--- src/rtl/cpu_types_pkg.sv ---
// Shared fetch-stage types: next-PC source encoding and PC arithmetic constants.
package cpu_types_pkg;

  typedef enum logic [2:0] {
    SEQ      = 3'd0,
    JR       = 3'd1,
    JUMP     = 3'd2,
    BRANCH   = 3'd3,
    RET      = 3'd4,
    REDIRECT = 3'd5
  } pc_src_t;

  // Sequential instruction stride in bytes.
  localparam int PC_INCR     = 4;
  // Lowest PC bit kept from the sequential PC on a region jump.
  localparam int JUMP_HI_LSB = 28;

endpackage

--- src/rtl/pc_ras.sv ---
// Circular return-address stack. The top pointer names the newest entry;
// a push writes the slot after it, so a full stack silently overwrites the
// oldest entry. Entries themselves are never reset, only pointer/count/flags.
module pc_ras #(
  parameter int PC_W      = 32,
  parameter int RAS_DEPTH = 4
) (
  input  logic                         clk,
  input  logic                         rst,
  input  logic                         push,
  input  logic                         ret,
  input  logic [PC_W-1:0]              push_data,
  output logic [PC_W-1:0]              top_data,
  output logic [$clog2(RAS_DEPTH):0]   count,
  output logic                         hit,
  output logic                         ovf,
  output logic                         unf
);

  localparam int PTR_W = $clog2(RAS_DEPTH);
  localparam int CNT_W = PTR_W + 1;
  localparam logic [CNT_W-1:0] FULL = CNT_W'(RAS_DEPTH);

  logic [PC_W-1:0]  mem [RAS_DEPTH];
  logic [PTR_W-1:0] top;
  logic [PTR_W-1:0] top_inc;
  logic [PTR_W-1:0] top_dec;
  logic             empty;
  logic             pop;

  assign top_inc  = top + 1'b1;
  assign top_dec  = top - 1'b1;
  assign empty    = (count == '0);
  assign pop      = ret & ~empty;
  assign hit      = pop;
  assign top_data = mem[top];

  // Entry storage: written on push only, deliberately left out of reset.
  always_ff @(posedge clk) begin
    if (!rst && push) mem[top_inc] <= push_data;
  end

  // Pointer, occupancy and sticky error flags.
  always_ff @(posedge clk) begin
    if (rst) begin
      top   <= '0;
      count <= '0;
      ovf   <= 1'b0;
      unf   <= 1'b0;
    end else if (push) begin
      top <= top_inc;
      if (count == FULL) ovf   <= 1'b1;
      else               count <= count + 1'b1;
    end else if (pop) begin
      top   <= top_dec;
      count <= count - 1'b1;
    end else if (ret) begin
      unf <= 1'b1;
    end
  end

endmodule

--- src/rtl/pc_unit_ras.sv ---
// Fetch-stage program counter with next-PC select and return-address stack.
// Optional macro PC_ALIGN_CHECK_EN adds a misalign output and forces the
// loaded PC to word alignment.
module pc_unit_ras
  import cpu_types_pkg::*;
#(
  parameter int              PC_W      = 32,
  parameter logic [PC_W-1:0] RESET_VEC = '0,
  parameter int              RAS_DEPTH = 4
) (
  input  logic                        CLK,
  input  logic                        RST,
  input  logic                        pc_en,
  input  logic [2:0]                  pc_src,
  input  logic                        link,
  input  logic [PC_W-1:0]             rdat1,
  input  logic [25:0]                 immediate26,
  input  logic                        branch_flag,
  input  logic [PC_W-1:0]             branch_addr,
  input  logic [PC_W-1:0]             redirect_addr,
  output logic [PC_W-1:0]             imemaddr,
  output logic [$clog2(RAS_DEPTH):0]  ras_count,
  output logic                        ras_hit,
  output logic                        ras_ovf,
  output logic                        ras_unf
`ifdef PC_ALIGN_CHECK_EN
  ,
  output logic                        misalign
`endif
);

  // Bits below JUMP_HI_LSB come from the jump field; bits above stay with seq.
  localparam logic [PC_W-1:0] LO_MASK = PC_W'((64'd1 << JUMP_HI_LSB) - 64'd1);

  pc_src_t         src;
  logic [PC_W-1:0] pc;
  logic [PC_W-1:0] seq;
  logic [PC_W-1:0] jump_tgt;
  logic [PC_W-1:0] pc_next;
  logic [PC_W-1:0] pc_load;
  logic [PC_W-1:0] ras_top;
  logic            push;
  logic            ret;

  assign src      = pc_src_t'(pc_src);
  assign seq      = pc + PC_W'(PC_INCR);
  assign jump_tgt = (seq & ~LO_MASK) | PC_W'({immediate26, 2'b00});
  assign push     = pc_en & (src == JUMP) & link;
  assign ret      = pc_en & (src == RET);
  assign imemaddr = pc;

  pc_ras #(
    .PC_W      (PC_W),
    .RAS_DEPTH (RAS_DEPTH)
  ) u_ras (
    .clk       (CLK),
    .rst       (RST),
    .push      (push),
    .ret       (ret),
    .push_data (seq),
    .top_data  (ras_top),
    .count     (ras_count),
    .hit       (ras_hit),
    .ovf       (ras_ovf),
    .unf       (ras_unf)
  );

  // Next-PC select; unused encodings hold the current PC.
  always_comb begin
    pc_next = pc;
    case (src)
      SEQ:      pc_next = seq;
      JR:       pc_next = rdat1;
      JUMP:     pc_next = jump_tgt;
      BRANCH:   pc_next = branch_flag ? branch_addr : seq;
      RET:      pc_next = ras_hit ? ras_top : rdat1;
      REDIRECT: pc_next = redirect_addr;
      default:  pc_next = pc;
    endcase
  end

`ifdef PC_ALIGN_CHECK_EN
  assign misalign = pc_en & (pc_next[1:0] != 2'b00);
  assign pc_load  = misalign ? {pc_next[PC_W-1:2], 2'b00} : pc_next;
`else
  assign pc_load  = pc_next;
`endif

  // PC register: reset wins over stall, stall freezes everything.
  always_ff @(posedge CLK) begin
    if (RST)        pc <= RESET_VEC;
    else if (pc_en) pc <= pc_load;
  end

endmodule

--- config.mk ---
export PLATFORM = sky130hd
export DESIGN_NAME = pc_unit_ras
export DESIGN_NICKNAME = d
export VERILOG_FILES = /design/src/rtl/cpu_types_pkg.sv /design/src/rtl/pc_ras.sv /design/src/rtl/pc_unit_ras.sv
export SDC_FILE = /design/constraint.sdc
export NUM_CORES = 1
export LEC_CHECK = 0
export ABC_AREA = 1
export CAP_MARGIN = 20
export CORE_MARGIN = 4
export CORE_UTILIZATION = 30
export DETAILED_ROUTE_END_ITERATION = 16
export PLACE_DENSITY = 0.5
export SYNTH_ARGS = -nofsm -noshare
export SYNTH_HDL_FRONTEND = slang
export SYNTH_SLANG_ARGS = --single-unit
--- constraint.sdc ---
create_clock -name CLK -period 3.35 [get_ports CLK]
set_input_delay 0.67 -clock CLK [delete_from_list [all_inputs] [get_ports CLK]]
set_output_delay 0.67 -clock CLK [all_outputs]
set_load 0.1 [all_outputs]
=== Word-level counts from Yosys, hierarchy flattened ===
Memory sizes are Yosys's and may differ from the RTL's. A register that Yosys moved wholly into a read port is not among the register bits.
Index checks and enable logic that the tools add are counted.

* $add $sub $neg: 5
* Eq/ne operators: 7
* Mux-type cells: 12
* Reduce and logical (&&, ||, !) cells: 10
* Bitwise logic cells: 8

{| class="wikitable"
|+ Operator list
! operator !! number
|-
| 32-bit one-hot mux with 6 select lines || 1
|-
| 32-bit 2-to-1 mux || 2
|-
| 32-bit by 3-bit adder with 32-bit output, second input constant || 1
|-
| 32-bit by 28-bit bitwise OR with 32-bit output || 1
|-
| 3-bit equality test, second input constant || 3
|-
| 3-bit 2-to-1 mux || 3
|-
| 2-bit 2-to-1 mux || 4
|-
| 3-bit by 2-bit equality test with 1-bit output, second input constant || 2
|-
| 3-bit logical NOT || 2
|-
| 2-bit AND reduction || 3
|-
| 6-bit nonzero test || 1
|-
| 1-bit AND || 4
|-
| 3-bit by 1-bit adder with 3-bit output, second input constant || 1
|-
| 3-bit by 1-bit equality test with 1-bit output, second input constant || 1
|-
| 1-bit inverter || 3
|-
| 3-bit AND reduction || 1
|-
| 3-bit by 1-bit subtractor with 3-bit output, second input constant || 1
|-
| 2-bit by 1-bit adder with 2-bit output, second input constant || 1
|-
| 1-bit 2-to-1 mux || 2
|-
| 2-bit != test, second input constant || 1
|-
| 2-bit nonzero test || 1
|-
| 2-bit by 1-bit subtractor with 2-bit output, second input constant || 1
|-
| 1-bit logical AND || 1
|-
| 1-bit logical NOT || 1
|}

* RAM bits: 128
* Output and inout bits: 38
* Word-level logic and storage cells: 48
* Memories kept: 1
* Register bits after elaboration: 39
* Bits of input ports: 130

{| class="wikitable"
|+ Memory list
! memory !! words !! bits a word !! rd ports !! clocked after memory_dff !! wr ports !! RTL line !! text
|-
| u_ras.mem || 4 || 32 || 1 || 1 || 1 || pc_ras.sv:24 || <nowiki>logic [PC_W-1:0] mem [RAS_DEPTH];</nowiki>
|}

=== Depth between registers and ports, before layout ===
Gate-level depths: netlist of run 1.

* Depth after elaboration: 7
* Depth in mapped cells: 13
* Depth with buffers taken out: 13

=== Modules after synthesis ===
Synthesis of run 1 repeated with hierarchy kept, for this count alone.

* Cells, all modules: 1157
* Area, all modules: 9236.4 sq um

{| class="wikitable"
|+ Modules (own cells, without submodules)
! module !! cells an instance !! area an instance (sq um) !! times used
|-
| pc_ras || 384 || 5287.6 || 1
|-
| pc_unit_ras || 773 || 3948.8 || 1
|}

=== Least setup slack after synthesis of run 1 ===
No wires, ideal clock.

* Path kind: input to register
* Start: input port pc_src[2]
* End: memory u_ras.mem[0][0] (enable)
* Library setup time: 0.421 ns
* Stages: 7
* Path buffers: 0
* Arrival: 2.702 ns
* Slack: 0.227 ns
* Cells stage by stage: inv_1 > nand2_1 > nor2_2 > inv_2 > nor2_4 > nand2_1 > nor2_1

* Longest elaborated chain between the ends: 6

{| class="wikitable"
|+ RTL lines
! element !! RTL line !! text
|-
| start: declaration || pc_unit_ras.sv:14 || <nowiki>input logic [2:0] pc_src,</nowiki>
|-
| 3-bit by 2-bit equality test with 1-bit output || pc_unit_ras.sv:48 || <nowiki>assign push = pc_en & (src == JUMP) & link;</nowiki>
|-
| 1-bit AND (2 in a row) || pc_unit_ras.sv:48 ||
|-
| 1-bit logical AND || pc_ras.sv:40 || <nowiki>if (!rst && push) mem[top_inc] <= push_data;</nowiki>
|-
| 1-bit 2-to-1 mux || pc_ras.sv:40 ||
|-
| 1-bit 2-to-1 mux (not written as such) || pc_ras.sv:40 ||
|-
| end: declaration || pc_ras.sv:24 ||
|}

Every way passes these cells.

=== Final worst setup path of run 1 ===
* Start: input port pc_src[0]
* End: output port ras_hit

* Longest elaborated chain between the ends: 3

{| class="wikitable"
|+ RTL lines
! element !! RTL line !! text
|-
| 3-bit equality test || pc_unit_ras.sv:49 || <nowiki>assign ret = pc_en & (src == RET);</nowiki>
|-
| 1-bit AND || pc_unit_ras.sv:49 ||
|-
| 1-bit AND || pc_ras.sv:34 || <nowiki>assign pop = ret & ~empty;</nowiki>
|-
| end: declaration || pc_unit_ras.sv:23 || <nowiki>output logic ras_hit,</nowiki>
|}

Every way passes these cells.

==> results of run 1 <==
sequential cells by signal (all words and copies together), names as in the netlist, named ones only:
| signal | flops |
|---|---|
| u_ras.unf | 1 |
| u_ras.top | 2 |
| u_ras.mem | 128 |
| u_ras.ovf | 1 |
| u_ras.count | 3 |
| imemaddr | 32 |
metrics by stage:
step                      cell area [sq um]  total power, mW  instances
final                                 12000             5.23       1741
after global routing                  12000             5.41       1741
after CTS                             12000             5.25       1741
after detailed placement              11400             3.31       1709
after global placement                11400             3.31       1709
after floorplan                        9410             2.92       1180
logic make-up (layout without fill, tap and decap cells):
| group | Yosys count | count (layout) |
|---|---|---|
| compound gates | 158 | 158 |
| xor+xnor | 17 | 17 |
| fa+ha+maj | 7 | 7 |
| buf+inv | 152 | 317 |
| flops | 169 | 169 |
| mux | 1 | 1 |
| simple gates | 676 | 676 |
cell type report:
| type | instances | share of cell area |
|---|---|---|
| Inverter | 97 | 0.0303 |
| Tap cell | 396 | 0.0412 |
| Sequential cell | 169 | 0.388 |
| Timing Repair Buffer | 188 | 0.155 |
| Clock inverter | 15 | 0.0129 |
| Clock buffer | 17 | 0.0354 |
| Multi-Input combinational cell | 859 | 0.337 |
critical path, delay by kind of cell:
| kind | cells | cell delay (ns) |
|---|---|---|
| and+or+nand+nor | 3 | 0.66 |
| buffers and inverters | 2 | 0.86 |
metal layers:
layer | share of wire | wire length (um)
met2 | 0.46 | 16100
met1 | 0.47 | 16500
met5 | 0 | 0
met4 | 0.010 | 350
met3 | 0.054 | 1880
placed cells by master (no fill, tap or decap), types with 3 or more instances in the layout:
master	instances
a21oi_1	83
clkinv_4	3
nand4_1	17
dfxtp_1	40
a22oi_1	3
buf_4	49
clkbuf_16	17
nand2_1	417
xnor2_1	4
inv_8	6
buf_12	10
clkdlybuf4s50_1	129
o21ai_0	42
nand2_2	7
ha_1	6
nand3_1	116
inv_2	9
inv_1	84
xor2_1	11
clkinv_1	5
nor2_4	5
and2_1	3
nor2_1	82
nor2_2	13
nand3_4	3
edfxtp_1	128
nand3b_1	8
a31oi_1	3
o21ai_1	17
worst max-delay path by stage:
stage / start / endpoint / cells past startpoint
2_1_floorplan: pc_src[2] / u_ras.mem[0][0] / 7
3_3_place_gp: pc_src[1] / imemaddr[11] / 9
3_5_place_dp: pc_src[1] / imemaddr[1] / 8
4_1_cts: pc_src[0] / ras_hit / 5
5_1_grt: pc_src[0] / ras_hit / 5
6_report: pc_src[0] / ras_hit / 5
where the power goes:
part | switching, mW | internal (mW) | total, mW | leakage, nW
logic | 0.615 | 0.307 | 0.922 | 2.87
registers | 0.0571 | 2.29 | 2.35 | 1.54
clock network | 0.965 | 0.998 | 1.96 | 0.283
==> run summary, run 1 <==
# DRC: 0
area of the die: 34300 sq um
vias in the first global route: 8187
min-delay src: u_ras.ovf
DR WL/cell: 20.1 um
warnings from Yosys: 0
GRT busiest layer: met2
register clock-pin slew on the reported worst setup and hold paths: 0.07 ns
Starting Density: 0.306
M2 GR Usage: 0.312
Die Ht: 185 um
antenna violations before repair: 0
mean number of vias per cell: 4.97
FF-to-FF End: imemaddr[26]
crit path max-delay cell type: clkdlybuf4s50_1
grt ovf: 0
adder-cell share of the synthesized area: 0.0101
Tcrit/Tclk final: 0.856
most frequent cells after synthesis: 417 x nand2_1, 128 x edfxtp_1, 116 x nand3_1
Port Buf Inserts: 167
first-pass GRT wire length: 51300 um
Achievable Freq: 0.349 GHz
RSZ-0062 raised after global routing: no
post-synthesis xor/xnor area fraction: 0.0174
initial DRC count: 805
Yosys top cell area share: 0.408
Setup TNS Final: 0 ns
I/O pin total: 168
CP startpoint kind: primary input
Top FF cell, synth: edfxtp_1
worst-skew pair later-pin latency: 0.43 ns
H-tree depth: 4
placer's final routability congestion estimate: 0.832
Final HPWL DP: 24700 um
post-synthesis mux area share: 0.00106
Hold Fails Final Rpt: 0
Yosys cell types: 41
ranking of synthesized cells by area: edfxtp_1 41%, nand2_1 17%, dfxtp_1 8.7%
synthesized area: 9410 sq um
Synth Area in Simple Gates: 0.311
CTS Hold Bufs: 0
most common cell in the netlist: nand2_1
CTS Buf Count: 17
cell taking the most area after synthesis: edfxtp_1
Ant. Diodes: 0
Std-Cell Rows: 64
crit path DAT: 2.20 ns
Final Max Slew Viols: 0
Root Driver: clkbuf_16
status: complete, no violations
share of the yosys chip area belonging to registers: 0.496
Multi-input gate area: 4050 sq um
final worst setup slack: 0.483 ns
WS Path Type: in2out
r2r worst-path depth: 12
CP max FO: 19
Core Util, Final: 0.391
grt met3 use: 0.0291
reg-to-reg slack, setup: 1.04 ns
WHS Endpoint: u_ras.ovf
DR vias: 8645
Hold Crit Depth: 2
core area: 30700 sq um
# fillers: 3177
gr usage total: 0.200
post-CTS sizing: 0
Synth async-reset ratio: 0
Synth Instances: 1180
Net Count, Synth: 1317
number of buffers on the longest clock path: 2
DRT Wirelength: 34900 um
Final ANT Viol Nets: 0
Setup Skew: 0.0116 ns
FF+latch count, synth: 169
Final Setup Violations: 0
CP max stage delay: 0.63 ns
Worst-Margin Slew: 0.795 ns
register area: 4670 sq um
total of max-cap violations: 0
relative slew slack: 0.468
Final Critical Period: 2.87 ns
worst hold slack: 0.464 ns
largest net degree at the start of global routing: 65
Leakage: 4.70 nW
Critical Path RT: 2.68 ns
syn avg cell area: 7.97 sq um
Post-synth EDFFs: 128
Pwr Density: 435 nW/um^2
CP Capture Type: output port
area grow syn2layout: 27.7%
pre-CTS setup slack: 0.363 ns
CTS tree: built
Final nets: 1469
setup bufs post-CTS: 0
CP cell instances: clkdlybuf4s50_1, nor2_2, nand3_2, nor2_8, buf_12
share of cells above drive strength 1: 0.102
FF-to-FF Start: imemaddr[3]
Max VDD drop: 0.254 mV
area fraction in compound gates after synthesis: 0.0896
CTS sink cnt: 169
die width: 185 um
combinational family with the most area after synthesis: simple AND/OR/NAND/NOR gates
GR Util met1: 0.300
Hold WC Path Type: reg2reg
first drt pass iteration count: 5
Note: power is estimated with default switching activity, not from simulation.
==> run 2, diff against run 1 <==
CORE_MARGIN = 8   (was 4)
CORE_UTILIZATION = 40   (was 30)
PLACE_DENSITY = 0.63   (was 0.5)
==> run 2 against run 1 <==
Register-to-register slack better by 0.11 ns; sequential share of layout area up 0.30 points; critical path depth unchanged; clock skew up 0.0010 ns; first-iteration DRC count down 9.1%; combinational power down 2%; wire length down 8.0%; cell area down 0.76%; maximum frequency about the same; sequential cell count unchanged; largest cell class unchanged.
==> run summary, run 2 (synthesis gave the netlist of run 1 again) <==
area of the die: 28700 sq um (-16%)
WHS Endpoint: u_ras.ovf
worst-skew pair later-pin latency: 0.43 ns (about the same)
Starting Density: 0.405 (+0.0985)
Hold Fails Final Rpt: 0 (unchanged)
Die Ht: 169 um (-8.5%)
area of placed instances: 11300 sq um (-1.1%)
largest net degree at the start of global routing: 65 (unchanged)
Setup TNS Final: 0 ns (unchanged)
placer's final routability congestion estimate: 0.931 (+12%)
Ant. Diodes: 0 (unchanged)
reg-to-reg slack, setup: 1.15 ns (+0.11 ns)
mean number of vias per cell: 5.17 (+4.1%)
FF-to-FF Start: imemaddr[2]
CP Capture Type: output port
Achievable Freq: 0.349 GHz (about the same)
Final Max Slew Viols: 0 (unchanged)
placed cell count: 1635 (-4.3%)
max reg flops: 128 (unchanged)
I/O pin total: 168 (unchanged)
H-tree depth: 4 (unchanged)
share of cells above drive strength 1: 0.104 (+0.00200)
DRT Wirelength: 32100 um (-8.0%)
total chip power: 5.31 mW (+1.5%)
grt ovf: 0 (unchanged)
most frequent cells in the layout: 417 x nand2_1, 129 x clkdlybuf4s50_1, 128 x edfxtp_1, 116 x nand3_1, 84 x inv_1
Max VDD drop: 0.361 mV (+42%)
status: complete, no violations
die width: 169 um (-8.5%)
Tcrit/Tclk final: 0.856 (about the same)
Std-Cell Rows: 56 (-13%)
Hold Crit Depth: 2 (unchanged)
first drt pass iteration count: 7 (+2)
DR vias: 8620 (-0.29%)
Port Buf Inserts: 167 (unchanged)
CTS sink cnt: 169 (unchanged)
Critical Path RT: 2.68 ns (about the same)
Setup Skew: 0.0126 ns (+0.000997 ns)
vias in the first global route: 8045 (-1.7%)
CP startpoint kind: primary input
Final Critical Period: 2.87 ns (-0.000359 ns)
crit path DAT: 2.20 ns (about the same)
core area: 23300 sq um (-24%)
WS Path Type: in2out
r2r worst-path depth: 12 (unchanged)
initial DRC count: 732 (-9.1%)
min-delay src: u_ras.ovf
total of max-cap violations: 0 (unchanged)
Worst-Margin Slew: 0.863 ns (+0.0680 ns)
commonest non-fill, non-tap cell in the layout: nand2_1
final worst setup slack: 0.483 ns (+0.000359 ns)
FF-to-FF End: imemaddr[26]
Final nets: 1472 (+0.20%)
Reg with most FFs: u_ras.mem
register clock-pin slew on the reported worst setup and hold paths: 0.07 ns (about the same)
Final Instance Area: 11900 sq um (-0.76%)
Final HPWL DP: 23300 um (-5.8%)
antenna violations before repair: 0 (unchanged)
CTS tree: built
Final Setup Violations: 0 (unchanged)
DR WL/cell: 19.3 um (-3.9%)
relative slew slack: 0.424 (-0.0444)
post-CTS sizing: 0 (unchanged)
Final ANT Viol Nets: 0 (unchanged)
first-pass GRT wire length: 47400 um (-7.6%)
CP max FO: 18 (-1)
worst hold slack: 0.461 ns (-0.00282 ns)
RSZ-0062 raised after global routing: no
# DRC: 0 (unchanged)
Leakage: 4.70 nW (about the same)
area grow syn2layout: 26.7%
# fillers: 2243 (-29%)
Core Util, Final: 0.513 (+0.122)
Hold WC Path Type: reg2reg
CTS Buf Count: 17 (unchanged)
CTS Hold Bufs: 0 (unchanged)
Layout Cells excl Fill: 1667 (-4.3%)
setup bufs post-CTS: 0 (unchanged)
Root Driver: clkbuf_16
Pwr Density: 445 nW/um^2 (+2.2%)
pre-CTS setup slack: 0.392 ns (+0.0290 ns)
number of buffers on the longest clock path: 2 (unchanged)
gr usage total: 0.218 (+0.0178)
## run 2: metal layers
metal / vias to the layer above / routed length [um] / GRT usage
met1: 4065 / 13900 / 0.299
met5: - / 0 / 0
met3: 17 / 2560 / 0.0461
met4: 0 / 235 / 0.0400
li1: 4214 / - / -
met2: 324 / 15400 / 0.354
## run 2: cell type report
class / count / area [sq um] / area share
Multi-Input combinational cell: 859 / 4050 / 0.340
Tap cell: 319 / 399 / 0.0335
Timing Repair Buffer: 191 / 1830 / 0.154
Clock inverter: 14 / 184 / 0.0154
Clock buffer: 18 / 429 / 0.0360
Sequential cell: 169 / 4670 / 0.391
Inverter: 97 / 364 / 0.0305
## run 2: critical path: stages
cell and delay (ns):
clkdlybuf4s50_1 0.62, nor2_2 0.20, nand3_2 0.13, nor2_8 0.34, buf_12 0.23
## run 2: where the power goes
group | leakage, nW | switching [mW] | internal [mW]
registers | 1.54 | 0.0516 | 2.29
clock network | 0.287 | 0.867 | 1.19
logic | 2.87 | 0.603 | 0.301
## run 2: how the worst max path moves through the flow
stage,start,endpoint,slack [ns],depth (start not counted)
after CTS,pc_src[0],ras_hit,0.49,5
after floorplan,pc_src[2],u_ras.mem[0][0],0.23,7
after global routing,pc_src[0],ras_hit,0.42,5
final,pc_src[0],ras_hit,0.48,5
after detailed placement,pc_src[0],imemaddr[15],0.39,10
after global placement,pc_src[0],imemaddr[15],0.38,10
